## config.mk

```make
export PLATFORM = sky130hd
export DESIGN_NAME = sync_fifo_ctrl
export DESIGN_NICKNAME = d
export VERILOG_FILES = /design/src/rtl/sync_fifo_ctrl.sv
export SDC_FILE = /design/constraint.sdc
export NUM_CORES = 1
export LEC_CHECK = 0
export CAP_MARGIN = 20
export CELL_PAD_IN_SITES_DETAIL_PLACEMENT = 1
export CELL_PAD_IN_SITES_GLOBAL_PLACEMENT = 1
export CORE_ASPECT_RATIO = 0.7
export CORE_MARGIN = 2
export CORE_UTILIZATION = 30
export DETAILED_ROUTE_END_ITERATION = 10
export MAX_ROUTING_LAYER = met4
export PLACE_DENSITY = 0.5
export SYNTH_ARGS = -nofsm -noshare
export SYNTH_HDL_FRONTEND = slang
export SYNTH_SLANG_ARGS = --single-unit
```

## constraint.sdc

```tcl
create_clock -name clk -period 3.35 [get_ports clk]
set_clock_uncertainty 0.1 [all_clocks]
set_input_delay 0.67 -clock clk [delete_from_list [all_inputs] [get_ports clk]]
set_output_delay 0.67 -clock clk [all_outputs]
set_load 0.05 [all_outputs]
```

## src/rtl/sync_fifo_ctrl.sv

```systemverilog
// Single-clock FIFO with programmable almost-full/empty levels, occupancy count and sticky error flags.
// Define SYNC_FIFO_FWFT_EN for first-word-fall-through read data; otherwise r_data is registered.
module sync_fifo_ctrl #(
    parameter int DATA_SIZE = 8,
    parameter int ADDR_SIZE = 6,
    parameter int AF_LEVEL  = 60,
    parameter int AE_LEVEL  = 4
) (
    input  logic                 clk,
    input  logic                 rst_n,
    input  logic                 clr,
    input  logic                 w_en,
    input  logic [DATA_SIZE-1:0] w_data,
    input  logic                 r_en,
    output logic [DATA_SIZE-1:0] r_data,
    output logic                 full,
    output logic                 empty,
    output logic                 almost_full,
    output logic                 almost_empty,
    output logic [ADDR_SIZE:0]   count,
    output logic                 overflow,
    output logic                 underflow
);

    localparam int DEPTH = 2 ** ADDR_SIZE;
    localparam logic [ADDR_SIZE:0] DEPTH_C = DEPTH[ADDR_SIZE:0];
    localparam logic [ADDR_SIZE:0] AF_C    = AF_LEVEL[ADDR_SIZE:0];
    localparam logic [ADDR_SIZE:0] AE_C    = AE_LEVEL[ADDR_SIZE:0];

    logic [DATA_SIZE-1:0] mem [DEPTH];
    logic [ADDR_SIZE:0]   wptr;
    logic [ADDR_SIZE:0]   rptr;
    logic [ADDR_SIZE:0]   count_nxt;
    logic                 wr_ok;
    logic                 rd_ok;

    // Flags decode the registered count, so acceptance always sees pre-edge state.
    assign full         = (count == DEPTH_C);
    assign empty        = (count == '0);
    assign almost_full  = (count >= AF_C);
    assign almost_empty = (count <= AE_C);

    assign wr_ok = w_en & ~full & ~clr;
    assign rd_ok = r_en & ~empty & ~clr;

    always_comb begin
        count_nxt = count;
        case ({wr_ok, rd_ok})
            2'b10:   count_nxt = count + 1'b1;
            2'b01:   count_nxt = count - 1'b1;
            default: count_nxt = count;
        endcase
    end

    always_ff @(posedge clk) begin
        if (wr_ok) begin
            mem[wptr[ADDR_SIZE-1:0]] <= w_data;
        end
    end

    always_ff @(posedge clk or negedge rst_n) begin
        if (!rst_n) begin
            wptr      <= '0;
            rptr      <= '0;
            count     <= '0;
            overflow  <= 1'b0;
            underflow <= 1'b0;
        end else if (clr) begin
            wptr      <= '0;
            rptr      <= '0;
            count     <= '0;
            overflow  <= 1'b0;
            underflow <= 1'b0;
        end else begin
            if (wr_ok) wptr <= wptr + 1'b1;
            if (rd_ok) rptr <= rptr + 1'b1;
            count <= count_nxt;
            if (w_en && full)  overflow  <= 1'b1;
            if (r_en && empty) underflow <= 1'b1;
        end
    end

`ifdef SYNC_FIFO_FWFT_EN
    assign r_data = mem[rptr[ADDR_SIZE-1:0]];
`else
    always_ff @(posedge clk or negedge rst_n) begin
        if (!rst_n) begin
            r_data <= '0;
        end else if (rd_ok) begin
            r_data <= mem[rptr[ADDR_SIZE-1:0]];
        end
    end
`endif

endmodule

```

==> metrics.txt, run 1 <==
CTS Buffer Depth=3; #FFs+latches synth=approximately 540; peak supply drop=a little over 0.6 mV; status=complete, no violations; period utilization=0.927; Reg2Reg Depth=9; Die W=~320 µm; vias per inst=4.98; Post-route DRC=0; synthesized cell area=between 0.02 and 0.025 mm²; Starting DRT DRC Count=1267; layout cells sized above 1=0.282; placed cells=2132; Hold Fails Final Rpt=0; Final Net Count=between 1000 and 1500; largest net degree at the start of global routing=65; CTS Buf Count=54; yosys warns=0; first-pass GRT wire length=~83000 µm; Port-buffer cells=33; top post-synthesis cells by area=edfxtp_1 (72%), mux4_2 (14%), dfrtp_1 (3.4%); worst hold start=w_data[0]; startpoint type of the worst setup path=flip-flop; Placer Congestion=between 0.8 and 0.9; pwr/cell area=687 mW/mm²; total die area=0.0733 mm²; ANT nets after route=0; max-slew violations=0; I/O pin cnt=34; Final Power=17.4 mW; Synth top area share=0.721; gr usage total=0.163; total of max-cap violations=0; biggest area consumer among synthesized cells=edfxtp_1; minimum clock period=around 3.1 ns; Netlist cell types=51; core area=0.0701 mm²; Avg WL per Cell=between 20 and 30 µm; CP arrival=between 2 and 2.5 ns; H-tree levels=2; RSZ-0062 raised after global routing=false; via count=approximately 11000; WHS Endpoint=mem[21][0]$_DFFE_PP_; post-DP HPWL=36500 µm; Syn Inst Count=approximately 1100; row count=just over 80; Post-synth EDFFs=~510; Worst Hold Path Cells=1; Peak Freq=between 0.3 and 0.4 GHz; worst r2r src=count[3]$_DFFE_PN0P_; CP Cell Sequence=buf_4 > and3_1 > a21o_1 > clkdlybuf4s50_1; Slowest cell on crit path=clkdlybuf4s50_1; CP Max Fanout=11; clock slew at reported path FFs=approximately 0.070 ns; CP Capture Type=output port; # setup viols final=0; Primary FF master, synth=edfxtp_1; path type of the worst min-delay path=in -> reg; area grow syn2layout=18.9%; Num Clock Sinks=~540; CP Data Required Time=about 2.6 ns; syn nets=~1100; Final Util=0.362; WL final=between 50000 and 60000 µm; Finished Layout Cells=2232; vias in the first global route=~11000; total gr overflow=0; CTS tree=done; Rel. slew slack=0.361; clk_lat worst skew=around 0.62 ns; measured slew at the worst slew-check pin=0.958 ns; Ant. Diodes=0; DR pass1 iterations=5; reg2reg setup slack=approximately 0.36 ns; Initial Utilization=0.304; initial antenna violation count=1; root buf cell=clkbuf_16; crit-path max cell delay=between 0.7 and 0.8 ns; die span in y=227 µm; Leakage=8.01 nW; crit path kind=reg -> out; RR Endpoint=count[6]$_DFFE_PN0P_; syn_area_per_cell=~20 µm²; post-synthesis sequential area ratio=0.755; Post-synth ARST share=0.0536
[registers in the layout, summed over array words and instances (netlist names)]
signal and flops:
overflow 1, mem 512, wptr 6, count 7, rptr 6, r_data 8
underflow 1
[power by group]
group	total (mW)	internal (mW)	switching, mW
combinational	3.61	1.56	2.05
sequential	7.74	7.51	0.231
clock	6.07	3.46	2.61
total	17.4	12.5	4.89
[cell families after synthesis]
group,synth area share
simple gates,0.0438
mux,0.142
fa+ha+maj,0.00235
flops,0.755
compound gates,0.0392
buf+inv,0.0136
xor+xnor,0.00451
[synth_stat cells (2+ instances only)]
| cell type | number |
|---|---|
| dfrtp_1 | 29 |
| and3_1 | 5 |
| mux2i_1 | 9 |
| a31oi_1 | 8 |
| a21o_1 | 2 |
| edfxtp_1 | 512 |
| nor2b_1 | 15 |
| nor2_1 | 85 |
| mux2_2 | 2 |
| a21oi_1 | 11 |
| ha_1 | 4 |
| o21ai_0 | 4 |
| xor2_1 | 6 |
| buf_2 | 22 |
| nand2_1 | 46 |
| or3_1 | 5 |
| o211ai_1 | 9 |
| nand4_1 | 3 |
| nand3_1 | 18 |
| inv_1 | 5 |
| buf_1 | 7 |
| nor3_1 | 5 |
| clkbuf_1 | 31 |
| and2_1 | 2 |
| nand3b_1 | 3 |
| or4_1 | 4 |
| or3b_2 | 2 |
| a22oi_1 | 57 |
| nor4_1 | 4 |
| o2111ai_1 | 4 |
| a211o_1 | 7 |
| xnor2_1 | 5 |
| mux4_2 | 129 |
[through the flow]
stage	area [µm²]	setup TNS, ns	hold slack (ns)	worst slack [ns]
6_report	25400	0	0.316	0.246
5_1_grt	25400	0	0.308	0.124
4_1_cts	25300	0	0.414	0.210
3_5_place_dp	23600	0	0.397	0.174
3_3_place_gp	23600	0	0.384	0.117
2_1_floorplan	21300	-0.0152	0.274	-0.0152
[per-layer routing]
layer,vias up,GRT usage,share of wire
met2,279,0.215,0.41
met3,67,0.0311,0.060
met5,-,-,0
li1,4759,-,-
met1,6000,0.256,0.52
met4,0,0.0339,0.016
[what timing repair did]
| item | 4_1_cts | 5_1_grt |
|---|---|---|
| setup endpoints to repair | 2 | 0 |
| resized for setup | 2 | 0 |
| setup buffers | 0 | 0 |
| hold buffers | 0 | 0 |
[cells in the final DEF, fill, tap and decap left out, types with 6 or more instances in the layout]
cell type	instances
clkinv_1	13
clkinv_2	9
buf_2	8
clkbuf_1	9
clkbuf_16	54
xor2_1	6
buf_12	6
bufinv_16	6
mux2i_1	9
o211ai_1	9
nand2_1	46
nor2_1	85
a211o_1	7
nor2b_1	15
a21oi_1	11
a31oi_1	8
edfxtp_1	512
nand3_1	18
dfrtp_1	24
buf_4	125
clkdlybuf4s50_1	22
a22oi_1	57
mux4_2	129
[how the worst max path moves through the flow]
stage / startpoint / end / slack [ns] / depth (start not counted)
6_report: count[2]$_DFFE_PN0P_ / almost_full / 0.25 / 4
5_1_grt: count[2]$_DFFE_PN0P_ / almost_full / 0.12 / 4
4_1_cts: count[2]$_DFFE_PN0P_ / almost_full / 0.21 / 4
3_5_place_dp: w_en / count[6]$_DFFE_PN0P_ / 0.17 / 10
3_3_place_gp: w_en / count[6]$_DFFE_PN0P_ / 0.12 / 10
2_1_floorplan: count[3]$_DFFE_PN0P_ / count[6]$_DFFE_PN0P_ / -0.02 / 11
[worst max-delay path, delay by kind of cell (launching register included)]
| family | cells | cell delay (ns) |
|---|---|---|
| buffers and inverters | 2 | 0.98 |
| flip-flops | 1 | 0.34 |
| AND/OR/NAND/NOR | 1 | 0.25 |
| AO/OA/AOI/OAI | 1 | 0.15 |
[final cells by class]
| cell class | instances | area [µm²] |
|---|---|---|
| multi-input cells | 470 | 4960 |
| repair buffers | 163 | 1340 |
| well taps | 954 | 1190 |
| flip-flops and latches | 541 | 16100 |
| clock inverters | 34 | 333 |
| fillers | 7008 | 44800 |
| clock buffers | 65 | 1410 |
| inverters | 5 | 18.8 |
(Power assumes the default switching activity.)
==> run 2, diff against run 1 <==
PLACE_DENSITY = not set   (was 0.5)
PLACE_DENSITY_LB_ADDON = 0.1   (was not set)
==> run 2 against run 1 <==
Against the previous run:
- global-route usage is 0.59 points higher
- worst setup slack worse by 0.039 ns
- routed wire length is 2.3% higher
- final area is 0.79% higher
- worst hold slack better by 0.038 ns
- via count hardly changed
- critical path depth stayed put
- clock power is 7.4% higher
- clock-buffer cell count is 2 higher
- non-clock buffer count is 3 higher
- register-to-register slack worse by 0.03 ns
==> metrics.txt, run 2 (synthesized netlist as in run 1, its figures left out) <==
busiest grt layer=met1; Starting DRT DRC Count=976 (-23%); core area=0.0701 mm² (unchanged); post-place setup slack=0.139 ns (-0.0349 ns); Initial Utilization=0.304 (unchanged); placed cells=2136 (+0.19%); vias in the first global route=11600 (+1.5%); first-pass GRT wire length=85600 µm (+3.5%); Slowest cell on crit path=clkdlybuf4s50_1; row count=81 (unchanged); Rel. slew slack=0.335 (-0.0264); CP Max Fanout=10 (-1); Hold Fails Final Rpt=0 (unchanged); # setup viols final=0 (unchanged); DR pass1 iterations=5 (unchanged); vias per inst=4.95 (-0.54%); Post-CTS Setup Repair Bufs=0 (unchanged); crit-path max cell delay=0.79 ns (about the same); initial antenna violation count=3 (+2); total of max-cap violations=0 (unchanged); area grow syn2layout=19.8%; CP Capture Type=output port; via count=11100 (-0.099%); Post-route DRC=0 (unchanged); total gr overflow=0 (unchanged); post_cts resized=3 (+1); CTS tree=done; Placer Congestion=0.821 (-0.62%); RSZ-0062 raised after global routing=false; I/O pin cnt=34 (unchanged); met2 usage=0.226 (+0.0106); max reg flops=512 (unchanged); clk_lat worst skew=0.62 ns (about the same); pwr/cell area=698 mW/mm² (+1.6%); Post-CTS Hold Buffers=0 (unchanged); startpoint type of the worst setup path=flip-flop; period utilization=0.938 (+0.0116); Avg WL per Cell=26.0 µm (+1.8%); Finished Layout Cells=2242 (+0.45%); CP Cell Sequence=buf_4 > and3_1 > a21o_1 > clkdlybuf4s50_1; Port-buffer cells=33 (unchanged); clock slew at reported path FFs=0.07 ns (about the same); Num Clock Sinks=541 (unchanged); Die W=323 µm (unchanged); minimum clock period=3.14 ns (+0.0388 ns); Fillers=6921 (-1.2%); CTS Buf Count=56 (+3.7%); root buf cell=clkbuf_16; met1 Resource Use GR=0.261 (+0.00474); CP arrival=2.37 ns (+0.04 ns); WL final=58300 µm (+2.3%); measured slew at the worst slew-check pin=0.998 ns (+0.0396 ns); status=complete, no violations; Peak Freq=0.318 GHz (-1.2%); commonest non-fill, non-tap cell in the layout=edfxtp_1; max-slew violations=0 (unchanged); CTS Buffer Depth=3 (unchanged); global routing usage on met3=0.0326 (+0.00142); largest net degree at the start of global routing=65 (unchanged); path type of the worst min-delay path=in -> async; Leakage=8.09 nW (+1.0%); die span in y=227 µm (unchanged); peak supply drop=0.466 mV (-23%); gr usage total=0.169 (+0.00595); layout cells sized above 1=0.286 (+0.00313); most frequent cells in the layout=edfxtp_1 (512), mux4_2 (129), buf_4 (125); total die area=0.0733 mm² (unchanged); CP Data Required Time=2.58 ns (about the same); ANT nets after route=0 (unchanged); final worst slack=0.207 ns (-0.0388 ns); Final Net Count=1257 (+0.40%); crit path kind=reg -> out; H-tree levels=2 (unchanged); post-DP HPWL=37800 µm (+3.7%)
-- run 2: report_power, final --
group / total, mW / switching, mW / internal [mW]
registers: 7.69 / 0.183 / 7.51
logic: 3.62 / 2.06 / 1.56
clock network: 6.52 / 2.68 / 3.84
total: 17.8 / 4.93 / 12.9
-- run 2: path summary, 6_finish.rpt --
path / startpoint / endpoint / slack, ns / cells after the start
max: count[2]$_DFFE_PN0P_ / almost_full / 0.21 / 4
max in group asynchronous: rst_n / rptr[1]$_DFFE_PN0P_ / 2.42 / 2
max reg2reg: count[1]$_DFFE_PN0P_ / count[6]$_DFFE_PN0P_ / 0.33 / 9
min: rst_n / r_data[6]$_DFFE_PN0P_ / 0.35 / 2
min reg2reg: overflow$_DFFE_PN0P_ / overflow$_DFFE_PN0P_ / 0.40 / 2
min in group clk: w_data[2] / mem[48][2]$_DFFE_PP_ / 0.39 / 1
-- run 2: stage by stage --
step | TNS (ns) | util | cell area (µm²) | power [mW] | hold slack [ns]
3_3_place_gp | 0 | 0.337 | 23700 | 11.5 | 0.389
6_report | 0 | 0.364 | 25600 | 17.8 | 0.354
4_1_cts | 0 | 0.364 | 25600 | 18.1 | 0.327
3_5_place_dp | 0 | 0.337 | 23700 | 11.5 | 0.397
2_1_floorplan | -0.0152 | - | 21300 | 10.1 | 0.274
5_1_grt | 0 | 0.364 | 25600 | 18.6 | 0.381
-- run 2: cell type report --
type / instances / area [µm²] / area share
antenna: 3 / 7.51 / 0.000294
sequential: 541 / 16100 / 0.630
clock inverter: 36 / 447 / 0.0175
tap: 954 / 1190 / 0.0467
timing repair buffer: 166 / 1390 / 0.0542
multi-input combinational: 470 / 4960 / 0.194
inverter: 5 / 18.8 / 0.000734
clock buffer: 67 / 1440 / 0.0564
-- run 2: routing by layer --
layer / up-vias / routed length [µm]
met4: 0 / 1020
li1: 4775 / -
met3: 76 / 3200
met5: - / 0
met1: 5969 / 30200
met2: 274 / 23900
-- run 2: worst max-delay path, delay by kind of cell (launching register included) --
kind / cells / cell delay [ns]
flip-flops: 1 / 0.39
buffers and inverters: 2 / 0.99
AND/OR/NAND/NOR: 1 / 0.24
AO/OA/AOI/OAI: 1 / 0.14
